--- src/rtl/aes_inv_mixcolumns_seq.sv ---
// ============================================================================
// Module   : aes_inv_mixcolumns_seq
// Brief    : Sequential AES InvMixColumns, one 32-bit column per clock, with
//            valid/ready on both sides. Define AES_MIXCOL_FWD_EN to add a
//            per-state fwd input selecting forward MixColumns.
// Revision : 1.0 - initial release
// ============================================================================
`timescale 1ns/1ps
`default_nettype none

module aes_inv_mixcolumns_seq #(
    parameter int NUM_COLS = 4
) (
    input  logic         clk,
    input  logic         rst,
    input  logic         in_valid,
    output logic         in_ready,
    input  logic [127:0] in_data,
`ifdef AES_MIXCOL_FWD_EN
    input  logic         fwd,
`endif
    output logic         out_valid,
    input  logic         out_ready,
    output logic [127:0] out_data
);

    localparam int                  c_CNT_W    = 2;
    localparam logic [c_CNT_W-1:0]  c_LAST_COL = c_CNT_W'(NUM_COLS - 1);

    typedef enum logic [1:0] {
        S_IDLE = 2'd0,
        S_BUSY = 2'd1,
        S_DONE = 2'd2
    } state_t;

    state_t               r_state;
    logic [c_CNT_W-1:0]   r_cnt;
    logic [127:0]         r_work;
    logic [31:0]          w_cols [NUM_COLS];
    logic [31:0]          w_col_in;
    logic [31:0]          w_col_out;
    logic [127:0]         w_work_next;
`ifdef AES_MIXCOL_FWD_EN
    logic                 r_fwd;
`endif

    function automatic logic [7:0] xt(input logic [7:0] b);
        return {b[6:0], 1'b0} ^ (b[7] ? 8'h1b : 8'h00);
    endfunction

    function automatic logic [31:0] inv_col(input logic [31:0] col);
        logic [7:0] a [4];
        logic [7:0] m9 [4];
        logic [7:0] mb [4];
        logic [7:0] md [4];
        logic [7:0] me [4];
        logic [7:0] x2, x4, x8;
        for (int i = 0; i < 4; i++) begin
            a[i]  = col[31-8*i -: 8];
            x2    = xt(a[i]);
            x4    = xt(x2);
            x8    = xt(x4);
            m9[i] = x8 ^ a[i];
            mb[i] = x8 ^ x2 ^ a[i];
            md[i] = x8 ^ x4 ^ a[i];
            me[i] = x8 ^ x4 ^ x2;
        end
        return {me[0] ^ mb[1] ^ md[2] ^ m9[3],
                m9[0] ^ me[1] ^ mb[2] ^ md[3],
                md[0] ^ m9[1] ^ me[2] ^ mb[3],
                mb[0] ^ md[1] ^ m9[2] ^ me[3]};
    endfunction

`ifdef AES_MIXCOL_FWD_EN
    function automatic logic [31:0] fwd_col(input logic [31:0] col);
        logic [7:0] a [4];
        logic [7:0] m2 [4];
        logic [7:0] m3 [4];
        for (int i = 0; i < 4; i++) begin
            a[i]  = col[31-8*i -: 8];
            m2[i] = xt(a[i]);
            m3[i] = m2[i] ^ a[i];
        end
        return {m2[0] ^ m3[1] ^ a[2]  ^ a[3],
                a[0]  ^ m2[1] ^ m3[2] ^ a[3],
                a[0]  ^ a[1]  ^ m2[2] ^ m3[3],
                m3[0] ^ a[1]  ^ a[2]  ^ m2[3]};
    endfunction
`endif

    // Column c holds bytes 4c..4c+3; byte 0 sits in the MSBs.
    generate
        for (genvar c = 0; c < NUM_COLS; c++) begin : g_col
            assign w_cols[c] = r_work[32*(NUM_COLS-c)-1 -: 32];
        end
    endgenerate

    assign w_col_in = w_cols[r_cnt];

`ifdef AES_MIXCOL_FWD_EN
    assign w_col_out = r_fwd ? fwd_col(w_col_in) : inv_col(w_col_in);
`else
    assign w_col_out = inv_col(w_col_in);
`endif

    always_comb begin
        w_work_next = r_work;
        for (int c = 0; c < NUM_COLS; c++) begin
            if (r_cnt == c_CNT_W'(c)) begin
                w_work_next[32*(NUM_COLS-c)-1 -: 32] = w_col_out;
            end
        end
    end

    always_ff @(posedge clk) begin
        if (rst) begin
            r_state   <= S_IDLE;
            r_cnt     <= '0;
            r_work    <= '0;
            out_data  <= '0;
            out_valid <= 1'b0;
            in_ready  <= 1'b1;
`ifdef AES_MIXCOL_FWD_EN
            r_fwd     <= 1'b0;
`endif
        end else begin
            case (r_state)
                S_IDLE: begin
                    if (in_valid && in_ready) begin
                        r_work   <= in_data;
                        r_cnt    <= '0;
                        in_ready <= 1'b0;
                        r_state  <= S_BUSY;
`ifdef AES_MIXCOL_FWD_EN
                        r_fwd    <= fwd;
`endif
                    end
                end
                S_BUSY: begin
                    r_work <= w_work_next;
                    r_cnt  <= r_cnt + 1'b1;
                    // Final column: publish the completed state directly.
                    if (r_cnt == c_LAST_COL) begin
                        out_data  <= w_work_next;
                        out_valid <= 1'b1;
                        r_state   <= S_DONE;
                    end
                end
                S_DONE: begin
                    if (out_ready) begin
                        out_valid <= 1'b0;
                        in_ready  <= 1'b1;
                        r_state   <= S_IDLE;
                    end
                end
                default: begin
                    out_valid <= 1'b0;
                    in_ready  <= 1'b1;
                    r_state   <= S_IDLE;
                end
            endcase
        end
    end

endmodule

`default_nettype wire

--- config.mk ---
export PLATFORM = sky130hd
export DESIGN_NAME = aes_inv_mixcolumns_seq
export DESIGN_NICKNAME = d
export VERILOG_FILES = /design/src/rtl/aes_inv_mixcolumns_seq.sv
export SDC_FILE = /design/constraint.sdc
export NUM_CORES = 1
export LEC_CHECK = 0
export CAP_MARGIN = 20
export CORE_MARGIN = 2
export CORE_UTILIZATION = 48
export DETAILED_ROUTE_END_ITERATION = 10
export GPL_TIMING_DRIVEN = 1
export MAX_ROUTING_LAYER = met4
export PLACE_DENSITY = 0.79
export SYNTH_ARGS = -nofsm -noshare
export SYNTH_HDL_FRONTEND = slang
export SYNTH_SLANG_ARGS = --single-unit
--- constraint.sdc ---
create_clock -name clk -period 3.5 [get_ports clk]
set_clock_uncertainty 0.15 [all_clocks]
set_input_delay 0.35 -clock clk [delete_from_list [all_inputs] [get_ports clk]]
set_output_delay 0.35 -clock clk [all_outputs]
set_load 0.02 [all_outputs]
==> qor.csv, run 1 <==
stage,metric,value,unit
cts,worst skew pair latency,0.55,ns
cts,Sink Count,262,
routing,Wirelength per Cell,24.51,um
placement,GPL Wtd Cong,0.9857,
sta,worst slew margin relative to its limit,50.45,%
synthesis,top-count cell post-synth,dfxtp_1,
synthesis,Mapped Area,0.01395,mm^2
sta,Hold Slack,0.1519,ns
synthesis,top post-synthesis cells by area,"dfxtp_1 38%, a21oi_1 6.2%, nor2_1 5.6%",
placement,PortBufs,261,
global_route,initial antenna violation count,2,
cts,H-tree Lvls,1,
synthesis,syn nets,1657,
outcome,outcome,"finished, violations left",
routing,DR vias/cell,6.069,
sta,final critical-path share of the clock period,100.0,%
setup_path,slowest cell delay on critical path,0.58,ns
sta,Final Critical Period,3.502,ns
routing,Routed Antenna Nets,0,
placement,Post-DP HPWL,40530,um
cts,Clk Tree Root Cell,clkbuf_16,
routing,DRT Wirelength,55410,um
synthesis,"Async S/R FF share, synth",0,%
synthesis,unique cell type count in the Yosys netlist,51,
routing,DR vias,13720,
cts,clock transition at the registers of the reported paths,0.06,ns
global_route,vias in the first global route,13320,
synthesis,Synth Instances,1521,
finish,proportion of layout cells with a drive suffix above 1,17.81,%
setup_path,nature of the critical path startpoint,flop,
setup_path,CP arrival,3.77,ns
synthesis,Post-synth EDFFs,0,
synthesis,Synth area leader,dfxtp_1,
synthesis,Post-synth top flop,dfxtp_1,
synthesis,most frequent cells after synthesis,"262 x dfxtp_1, 209 x nor2_1, 173 x a21oi_1",
finish,Layout Utilization,66.66,%
routing,DR pass1 iterations,6,
setup_path,critical path endpoint category,flop,
global_route,GRT overflow,0,
setup_path,maximum fanout along the worst path,13,
floorplan,Site Rows,62,
global_route,largest net degree at the start of global routing,105,
synthesis,synthesized area per cell,9.171,um^2
finish,"non-filler cells, final",2261,
cts,CTS Buf Count,28,
global_route,overall routing resource usage,36.20,%
floorplan,die area,0.03044,mm^2
sta,final setup vio count,1,
finish,fillers,2274,
sta,RSZ-0062 raised after global routing,yes,
sta,Fmax,285.6,MHz
cts,CTS tree,yes,
setup_path,worst path cell trace,buf_12 > buf_4 > mux4_2 > xnor3_1 > xor2_1 > xnor3_2 > xor2_2 > mux2i_1 > a21oi_1,
finish,P&R area growth vs syn,36.79,%
setup_path,worst setup path class,flop to flop,
routing,drt initial violations,1586,
hold_path,type of the tightest min-delay check,input pin to flop,
job,# Max-Cap Violations,0,
sta,fin. max-slew vios,0,
placement,DP Cell Count,2179,
synthesis,share of the synthesized area in the top cell type,37.60,%
finish,fin nets,1990,
synthesis,sequential fraction of the synthesis area,37.60,%
floorplan,Ports,262,
outcome,failing checks,negative setup slack,
setup_path,Worst Path Required,3.77,ns
sta,endpoints failing hold,0,
synthesis,YS warnings,0,
cts,Bufs on Longest Clock Path,3,
setup_path,Critical Path Slowest Stage Cell,mux4_2,
sta,final critical-path setup slack,-0.001698,ns
floorplan,Horiz. Die Dim,174.5,um
floorplan,Starting Density,48.73,%
routing,Remaining DRCs,0,
synthesis,register bit total from synthesis,262,
floorplan,Die Ht,174.5,um
global_route,global-route wire length before repair,81590,um
sta,slew at the pin closest to its max-slew limit,0.7433,ns
floorplan,Core ar.,0.02863,mm^2
==> placed cells by master (no fill, tap or decap), types with 30 or more instances in the layout <==
master,instances
nand2_1,142
a21oi_1,172
nor2_1,209
dfxtp_1,261
o21ai_0,97
clkdlybuf4s50_1,260
mux4_2,30
buf_4,166
xnor2_1,72
a22oi_1,52
mux2i_1,55
==> stage by stage <==
step                  TNS, ns  area (um^2)  setup slack (ns)
floorplan                   0        13950            0.1975
global placement       -1.676        17650           -0.1858
global route          -0.3132        19080          -0.03312
detailed placement     -1.866        17650           -0.1982
finish              -0.001698        19080         -0.001698
CTS                 -0.005455        18690         -0.005399
==> area by class of cell <==
| type | instances | area (um^2) | share of cell area (%) |
|---|---|---|---|
| diodes | 2 | 5.005 | 0.02623 |
| clock inverters | 6 | 62.56 | 0.3278 |
| clock buffers | 45 | 875.8 | 4.590 |
| well taps | 384 | 480.5 | 2.518 |
| inverters | 9 | 33.78 | 0.1770 |
| flip-flops and latches | 262 | 5249 | 27.51 |
| multi-input cells | 1116 | 8324 | 43.62 |
| repair buffers | 437 | 4051 | 21.23 |
==> registers in the layout (all words and copies together), names as in the netlist <==
signal / cells
out_data: 128
in_ready: 1
r_state: 2
r_work: 128
out_valid: 1
r_cnt: 2
==> per-layer routing <==
metal  wire length, um  GRT usage, %
met5                 0             -
met3              5434         5.293
met1             22380         48.83
met2             25160         55.34
met4              2444         13.38
==> cell families after synthesis <==
group	after synthesis	synth area share, %
XOR/XNOR	177	16.98
buffers and inverters	143	4.592
AO/OA/AOI/OAI	412	17.81
multiplexers	92	9.553
flip-flops	262	37.60
adder cells (fa/ha/maj)	4	0.3588
AND/OR/NAND/NOR	431	13.10
==> final timing paths <==
check | start | slack [ns] | cells past startpoint | end
worst max register to register | r_cnt[0] | -0.002 | 9 | out_data[123]
worst min-delay path | rst | 0.15 | 3 | out_data[24]
worst min register to register | out_data[28] | 0.30 | 2 | out_data[28]
worst max-delay path | r_cnt[0] | -0.002 | 9 | out_data[123]
==> critical path, delay by kind of cell (launching register included) <==
kind,cells,cell delay (ns)
buf+inv,2,0.31
compound gates,1,0.12
xor+xnor,4,1.43
flops,1,0.43
mux,2,0.94
==> timing repair <==
action	in CTS	in global routing
hold endpoints to repair	0	0
buffers inserted	5	24
hold buffers	0	0
pin swaps	4	11
resized for setup	11	26
endpoints found under the setup margin	55	89
Power of run 1 is left out: the tool's default activity adds up to more than one toggle a clock period on the data nets, which glitch-free logic cannot reach.
==> inputs of run 2 (changes only) <==
--- a/config.mk
+++ b/config.mk
@@ -5,7 +5,7 @@
 export SDC_FILE = /design/constraint.sdc
 export NUM_CORES = 1
 export LEC_CHECK = 0
-export CAP_MARGIN = 20
+export CAP_MARGIN = 25
 export CORE_MARGIN = 2
 export CORE_UTILIZATION = 48
 export DETAILED_ROUTE_END_ITERATION = 10
==> results of run 2 <==
No change in the layout: final DEF, timing and power equal those of run 1.
Power of run 2 is left out for the same reason.
